==> config.mk <==
export PLATFORM = sky130hd
export DESIGN_NAME = alu_rs
export DESIGN_NICKNAME = d
export VERILOG_FILES = /design/src/rtl/alu_rs.sv
export SDC_FILE = /design/constraint.sdc
export NUM_CORES = 1
export LEC_CHECK = 0
export CAP_MARGIN = 20
export CELL_PAD_IN_SITES_DETAIL_PLACEMENT = 0
export CELL_PAD_IN_SITES_GLOBAL_PLACEMENT = 1
export CORE_UTILIZATION = 25
export CTS_CLUSTER_DIAMETER = 200
export CTS_CLUSTER_SIZE = 40
export DETAILED_ROUTE_END_ITERATION = 7
export PLACE_DENSITY_LB_ADDON = 0.05
export RECOVER_POWER = 100
export SYNTH_ARGS = -nofsm -noshare
export SYNTH_HDL_FRONTEND = slang
export SYNTH_SLANG_ARGS = --single-unit
==> constraint.sdc <==
create_clock -name clk_i -period 6.95 [get_ports clk_i]
set_input_delay 1.7375 -clock clk_i [delete_from_list [all_inputs] [get_ports clk_i]]
set_output_delay 1.7375 -clock clk_i [all_outputs]
set_load 0.05 [all_outputs]
==> src/rtl/alu_rs.sv <==
// alu_rs: reservation station and issue stage for the integer ALU.
// Holds dispatched micro-ops in an age-ordered collapsing queue, with the
// oldest entry at index 0. Entries wake up from CDB broadcasts, and the
// oldest ready entry moves into a registered valid/ready issue slot.
module alu_rs #(
  parameter int WIDTH  = 32,
  parameter int DEPTH  = 4,
  parameter int TAG_W  = 4,
  parameter int FUNC_W = 4
) (
  input  logic              clk_i,
  input  logic              rst_ni,
  input  logic              flush_i,
  input  logic              disp_valid_i,
  output logic              disp_ready_o,
  input  logic [FUNC_W-1:0] disp_func_i,
  input  logic [TAG_W-1:0]  disp_tag_i,
  input  logic              disp_src1_rdy_i,
  input  logic [WIDTH-1:0]  disp_src1_val_i,
  input  logic [TAG_W-1:0]  disp_src1_tag_i,
  input  logic              disp_src2_rdy_i,
  input  logic [WIDTH-1:0]  disp_src2_val_i,
  input  logic [TAG_W-1:0]  disp_src2_tag_i,
  input  logic              cdb_valid_i,
  input  logic [TAG_W-1:0]  cdb_tag_i,
  input  logic [WIDTH-1:0]  cdb_value_i,
  output logic              issue_valid_o,
  input  logic              issue_ready_i,
  output logic [WIDTH-1:0]  issue_op1_o,
  output logic [WIDTH-1:0]  issue_op2_o,
  output logic [FUNC_W-1:0] issue_func_o,
  output logic [TAG_W-1:0]  issue_tag_o
);

  localparam int IDX_W = (DEPTH > 1) ? $clog2(DEPTH) : 1;
  localparam int CNT_W = $clog2(DEPTH + 1);

  typedef struct packed {
    logic              busy;
    logic [FUNC_W-1:0] func;
    logic [TAG_W-1:0]  tag;
    logic              rdy1;
    logic [WIDTH-1:0]  val1;
    logic [TAG_W-1:0]  tag1;
    logic              rdy2;
    logic [WIDTH-1:0]  val2;
    logic [TAG_W-1:0]  tag2;
  } entry_t;

  entry_t            ent      [DEPTH];
  entry_t            woke     [DEPTH];
  entry_t            ent_next [DEPTH];
  entry_t            incoming;
  logic [CNT_W-1:0]  count;
  logic [CNT_W-1:0]  count_next;
  logic [CNT_W-1:0]  tail;
  logic [DEPTH-1:0]  ready_vec;
  logic              any_ready;
  logic [IDX_W-1:0]  sel_idx;
  logic              slot_free;
  logic              do_issue;
  logic              do_disp;

  // Dispatch acceptance uses registered count only, so a same-cycle issue does not open a slot.
  assign disp_ready_o = (count < CNT_W'(DEPTH));
  assign do_disp      = disp_valid_i & disp_ready_o;
  assign slot_free    = ~issue_valid_o | issue_ready_i;
  assign do_issue     = slot_free & any_ready;

  // Oldest-first select, using pre-wakeup state so a woken entry waits one cycle.
  always_comb begin
    any_ready = 1'b0;
    sel_idx   = '0;
    ready_vec = '0;
    for (int i = 0; i < DEPTH; i++) begin
      ready_vec[i] = ent[i].busy & ent[i].rdy1 & ent[i].rdy2;
      if (!any_ready && ready_vec[i]) begin
        any_ready = 1'b1;
        sel_idx   = IDX_W'(i);
      end
    end
  end

  // CDB wakeup of resident entries: capture the value for any waiting source with a matching tag.
  always_comb begin
    for (int i = 0; i < DEPTH; i++) begin
      woke[i] = ent[i];
      if (cdb_valid_i && ent[i].busy && !ent[i].rdy1 && ent[i].tag1 == cdb_tag_i) begin
        woke[i].rdy1 = 1'b1;
        woke[i].val1 = cdb_value_i;
      end
      if (cdb_valid_i && ent[i].busy && !ent[i].rdy2 && ent[i].tag2 == cdb_tag_i) begin
        woke[i].rdy2 = 1'b1;
        woke[i].val2 = cdb_value_i;
      end
    end
  end

  // Build the incoming entry, bypassing a same-cycle CDB broadcast into waiting sources.
  always_comb begin
    incoming      = '0;
    incoming.busy = 1'b1;
    incoming.func = disp_func_i;
    incoming.tag  = disp_tag_i;
    incoming.rdy1 = disp_src1_rdy_i;
    incoming.val1 = disp_src1_val_i;
    incoming.tag1 = disp_src1_tag_i;
    incoming.rdy2 = disp_src2_rdy_i;
    incoming.val2 = disp_src2_val_i;
    incoming.tag2 = disp_src2_tag_i;
    if (!disp_src1_rdy_i && cdb_valid_i && disp_src1_tag_i == cdb_tag_i) begin
      incoming.rdy1 = 1'b1;
      incoming.val1 = cdb_value_i;
    end
    if (!disp_src2_rdy_i && cdb_valid_i && disp_src2_tag_i == cdb_tag_i) begin
      incoming.rdy2 = 1'b1;
      incoming.val2 = cdb_value_i;
    end
  end

  // Collapse out the issued entry, then append the dispatched entry at the new tail.
  always_comb begin
    tail       = count - CNT_W'(do_issue);
    count_next = count + CNT_W'(do_disp) - CNT_W'(do_issue);
    for (int i = 0; i < DEPTH; i++) begin
      ent_next[i] = woke[i];
    end
    for (int i = 0; i < DEPTH - 1; i++) begin
      if (do_issue && IDX_W'(i) >= sel_idx) begin
        ent_next[i] = woke[i + 1];
      end
    end
    if (do_issue) begin
      ent_next[DEPTH - 1] = '0;
    end
    for (int i = 0; i < DEPTH; i++) begin
      if (do_disp && tail == CNT_W'(i)) begin
        ent_next[i] = incoming;
      end
    end
  end

  // Station storage and occupancy count; flush empties the queue.
  always_ff @(posedge clk_i or negedge rst_ni) begin
    if (!rst_ni) begin
      count <= '0;
      for (int i = 0; i < DEPTH; i++) begin
        ent[i] <= '0;
      end
    end else if (flush_i) begin
      count <= '0;
      for (int i = 0; i < DEPTH; i++) begin
        ent[i] <= '0;
      end
    end else begin
      count <= count_next;
      for (int i = 0; i < DEPTH; i++) begin
        ent[i] <= ent_next[i];
      end
    end
  end

  // Issue slot: load the selected entry when free, drain when accepted, hold while stalled.
  always_ff @(posedge clk_i or negedge rst_ni) begin
    if (!rst_ni) begin
      issue_valid_o <= 1'b0;
      issue_op1_o   <= '0;
      issue_op2_o   <= '0;
      issue_func_o  <= '0;
      issue_tag_o   <= '0;
    end else if (flush_i) begin
      issue_valid_o <= 1'b0;
    end else if (do_issue) begin
      issue_valid_o <= 1'b1;
      issue_op1_o   <= ent[sel_idx].val1;
      issue_op2_o   <= ent[sel_idx].val2;
      issue_func_o  <= ent[sel_idx].func;
      issue_tag_o   <= ent[sel_idx].tag;
    end else if (issue_ready_i) begin
      issue_valid_o <= 1'b0;
    end
  end

endmodule

=== Yosys cells after proc, flatten, opt, wreduce, memory -nomap -nowiden ===
Index checks and enable logic that the tools add are counted.

* Input bits: 124
* Register bits after elaboration: 408
* Output and inout port bits: 74
* Word-level logic and storage cells: 166

* Order comparisons: 5
* Reductions and logical operators: 56
* Bitwise operators: 14
* $add $sub $neg: 3
* Multiplexer cells: 33
* Equal/unequal tests: 13

{| class="wikitable"
|+ Operators with widths
! cell !! count
|-
| 2-to-1 mux 83 bit || 8
|-
| 2-to-1 mux 332 bit || 1
|-
| 2-to-1 mux 33 bit || 10
|-
| binary-select mux 83 bit (select 2 bit) || 1
|-
| 2-to-1 mux 82 bit || 2
|-
| == test 4 bit || 10
|-
| logical AND 1 bit || 34
|-
| nonzero test 3 bit || 5
|-
| zero test 1 bit || 13
|-
| AND 1 bit || 10
|-
| 2-to-1 mux 1 bit || 8
|-
| nonzero test 4 bit || 2
|-
| == test 3 x 2 -> 1 bit, second input constant || 2
|-
| subtractor 3 x 1 -> 3 bit || 2
|-
| >= comparator 1 x 2 -> 1 bit, first input constant || 2
|-
| 2-to-1 mux 2 bit || 2
|-
| adder 3 x 1 -> 3 bit || 1
|-
| == test 3 x 1 -> 1 bit, second input constant || 1
|-
| >= comparator 3 bit, second input constant || 1
|-
| zero test 3 bit || 1
|-
| < comparator 3 bit, second input constant || 1
|-
| 2-to-1 mux 3 bit || 1
|-
| NOT 2 -> 3 bit || 1
|-
| >= comparator 2 bit, first input constant || 1
|-
| 3 further kinds || 4
|}

=== Logic depth before layout (Yosys ltp) ===
* Depth in word-level cells: 18
* Depth in mapped cells: 12
* Mapped depth without buffers: 10

=== Worst setup path before layout ===
No wires, ideal clock.

* Path type: input to register
* Start point: input port issue_ready_i
* End point: register ent[43] (netlist bit)
* Slack: 2635 ps
* Data arrival time: 4174 ps
* Required time: 6809 ps
* Path buffers: 3
* Stages on the path: 10
* Path through: and2b_1 a41oi_1 ha_1 ha_1 clkbuf_1 nor4_1 or3_1 buf_2 clkbuf_1 o22ai_1

* Longest elaborated chain between the ends: 7

{| class="wikitable"
|+ Ends and longest elaborated chain
! element !! line !! RTL
|-
| start, declared || 28 || <nowiki>input logic issue_ready_i,</nowiki>
|-
| OR 1 bit (*) || 67 || <nowiki>assign slot_free = ~issue_valid_o | issue_ready_i;</nowiki>
|-
| AND 1 bit (*) || 68 || <nowiki>assign do_issue = slot_free & any_ready;</nowiki>
|-
| subtractor 3 x 1 -> 3 bit || 123 || <nowiki>tail = count - CNT_W'(do_issue);</nowiki>
|-
| == test 3 x 2 -> 1 bit || 137 || <nowiki>if (do_disp && tail == CNT_W'(i)) begin</nowiki>
|-
| logical AND 1 bit || 137 ||
|-
| 2-to-1 mux 83 bit (*) || 137 ||
|-
| 2-to-1 mux 332 bit (*) || 150 || <nowiki>end else if (flush_i) begin</nowiki>
|-
| end signal, assigned by index || 158 || <nowiki>ent[i] <= ent_next[i];</nowiki>
|-
| end, declared || 50 || <nowiki>entry_t ent [DEPTH];</nowiki>
|}

Every way passes the cells marked *; elsewhere a longest branch is shown, timed or not. The select of a mux whose other input is x is not followed.
A chain may end at the register's enable or synchronous reset.

=== Worst setup path after layout ===
* Start point: input port issue_ready_i
* End point: register ent[131] (netlist bit)

The elaborated chain is that of the path after synthesis.

==> impl_metrics.yaml <==
cts:
  cts_tree: "yes"
  numClockSinks: 408
  cts_setup_buffers: 0
  cts-root-buf: "clkbuf_16"
  htreeDepth: 1
  clk_latency_ps: 590
  postCtsHoldBufs: 0
  cts_buffers: 14
  clockBufferDepth: 3
  post_cts_resized: 0
  clk_pin_slew_ps: 170
global_routing:
  grt_pass1_vias: 23100
  grt_pass1_wl_mm: 173
  grtUsageTotal_pct: 23.8
  grt_max_degree: 129
  grt_antenna_before_repair: 5
  overflow: 0
floorplan:
  core-area_mm2: 0.0953
  ios: 198
  rows: 113
  dieArea_mm2: 0.0978
  fp.dieH_um: 313
  die_w_um: 313
  start_util_pct: 25.3
routing:
  post_drt_wl_per_cell_um: 31.6
  drt_iter0_markers: 1806
  via_count: 22500
  ant_nets: 0
  wirelength_mm: 120
  drc: 0
  dr.pass1.iters: 7
  vias_per_cell: 5.95
setup_path:
  cp-end-kind: "flip-flop"
  regToRegEndpoint: "ent[131]$_DFF_PN0_"
  r2r-start: "ent[285]$_DFFE_PN0P_"
  cp.required_ps: 7420
  cp-start-kind: "primary input"
  r2r_cells: 10
  crit_path_start: "issue_ready_i"
  arrival_ps: 6300
  reg2reg_setup_slack_ps: 1850
  critPathMaxFanout: 66
  worstSetupPathType: "primary input to flip-flop"
synth:
  syn_inst: 2568
  synth_edf_count: 0
  seq_area_frac_synth_pct: 42.3
  synth_cell_types: 62
  synthFlopType: "dfrtp_1"
  synthTopCellsByCount: "408 x dfrtp_1, 233 x clkbuf_1, 218 x nand2_1"
  syn_nets: 2697
  syn_area_per_cell_um2: 9.40
  ys.warnings.count: 0
  synth_area_leaders: "dfrtp_1 42%, a221oi_1 5.8%, mux2i_1 5.3%"
  synth_top_area_share_pct: 42.3
  synth_seq_cells: 408
  synth_top_area_cell: "dfrtp_1"
  synth_most_common_cell: "dfrtp_1"
  async_flop_share_pct: 100
  synth_area_mm2: 0.0241
hold_path:
  min_path_type: "flip-flop to flip-flop"
  hold_end: "issue_op2_o[17]$_DFFE_PN0P_"
  hp-start: "issue_op2_o[17]$_DFFE_PN0P_"
  holdPathStages: 2
place:
  pre_cts_ws_ps: 1300
  dp_hpwl_mm: 68.8
  routabilityCongestion: 0.771
  placed_area_mm2: 0.0271
  port-buffer-count: 197
finish:
  syn2layout_area_growth_pct: 13.8
  final_area_mm2: 0.0275
  fillerInstances: 10000
  multiInputGateArea_mm2: 0.0125
  nets: 2647
  drive_above_1_share_pct: 7.47
  final-seq-area_mm2: 0.0102
timing:
  grt_setup_unrepaired: "no"
  whs_ps: 492
  finalCriticalPeriod_ps: 5830
  setup_ws_ps: 1120
  relSlewSlack_pct: -136
  tightestPinTransition_ps: 3540
  setup_tns_ps: 0
  drv_slew: 598
  fmax_mhz: 172
  fin_crit_sh_pct: 83.8
  finalSetupViolCount: 0
  finalHoldViolCount: 0
  finalClockSkew_ps: 87.4
pwr:
  vdd_ir_drop_max_mv: 0.201
  power_density_mw_per_mm2: 295
  p_leak_nw: 11.3
run_status:
  violations: "capacitance limit, slew limit"
  status: "finished, violations left"
job:
  cap_violations: 9
[metal layers]
metal  track usage (%)  share of wire (%)  vias to the layer above
met3              2.09                5.1                      140
met1              33.5                 45                    11700
met2              39.3                 47                      881
met5                 0                  0                        -
li1                  -                  -                     9808
met4              5.72                2.5                        0
[kinds of logic after synthesis]
group | Yosys count | share of synthesized area [%]
buffers and inverters | 374 | 6.64
AO/OA/AOI/OAI | 1039 | 32.0
AND/OR/NAND/NOR | 543 | 10.6
adder cells (fa/ha/maj) | 5 | 0.290
multiplexers | 160 | 6.80
XOR/XNOR | 39 | 1.45
flip-flops | 408 | 42.3
[sequential cells by signal, indices dropped and copies added (netlist names)]
name,count
count,3
issue_op2_o,32
ent,332
issue_tag_o,4
issue_op1_o,32
issue_valid_o,1
issue_func_o,4
[worst max path at each step]
stage	endpoint	slack [ps]	cells past startpoint
2_1_floorplan	ent[43]$_DFF_PN0_	2630	10
3_3_place_gp	ent[270]$_DFFE_PN0P_	1360	11
3_5_place_dp	ent[260]$_DFFE_PN0P_	1300	11
4_1_cts	ent[260]$_DFFE_PN0P_	1940	11
5_1_grt	ent[156]$_DFF_PN0_	880	11
6_report	ent[131]$_DFF_PN0_	1120	11
[report_power, final]
group	internal [mW]	switching [mW]
clock network	0.402	0.881
logic	1.14	2.31
registers	2.94	0.432
[cells in the final DEF (no fill, tap or decap), types with 8 or more instances in the layout]
master,instances
a211oi_1,42
a21oi_1,172
a221oi_1,161
a221oi_2,32
a22o_1,15
a311oi_1,80
and3_1,110
buf_12,10
buf_4,46
clkbuf_16,15
clkdlybuf4s50_1,119
dfrtp_1,408
dlygate4sd3_1,76
inv_1,45
mux2_2,31
mux2i_1,128
nand2_1,216
nand2b_1,8
nand3_1,10
nor2_1,118
nor3_1,37
o21a_1,72
o21ai_0,60
o21ai_1,12
o221ai_1,65
o22ai_1,130
o31ai_1,137
o32ai_1,33
xnor2_1,28
xor2_1,10
[stage by stage]
stage | power, mW | util [%] | cells
2_1_floorplan | 5.55 | - | 2568
3_3_place_gp | 6.95 | 28.5 | 3765
3_5_place_dp | 6.98 | 28.5 | 3765
4_1_cts | 8.29 | 28.9 | 3781
5_1_grt | 8.55 | 28.8 | 3783
6_report | 8.10 | 28.8 | 3785
[worst max-delay path, cell delays in order]
cell           delay [ps]
dlygate4sd3_1         590
and2b_1               270
a41oi_1               520
ha_1                  270
ha_1                  190
and4bb_1              270
nand2b_1              180
clkbuf_1             1310
or2_2                 330
buf_12                410
o22ai_1               150
[area by class of cell]
class,count,share of cell area (%)
tap,1265,5.76
clock buffer,15,1.37
multi-input combinational,1786,45.6
clock inverter,1,0.109
timing repair buffer,263,9.40
inverter,45,0.615
antenna,2,0.0182
sequential,408,37.1
No activity file was read; power rests on OpenSTA's default activity.
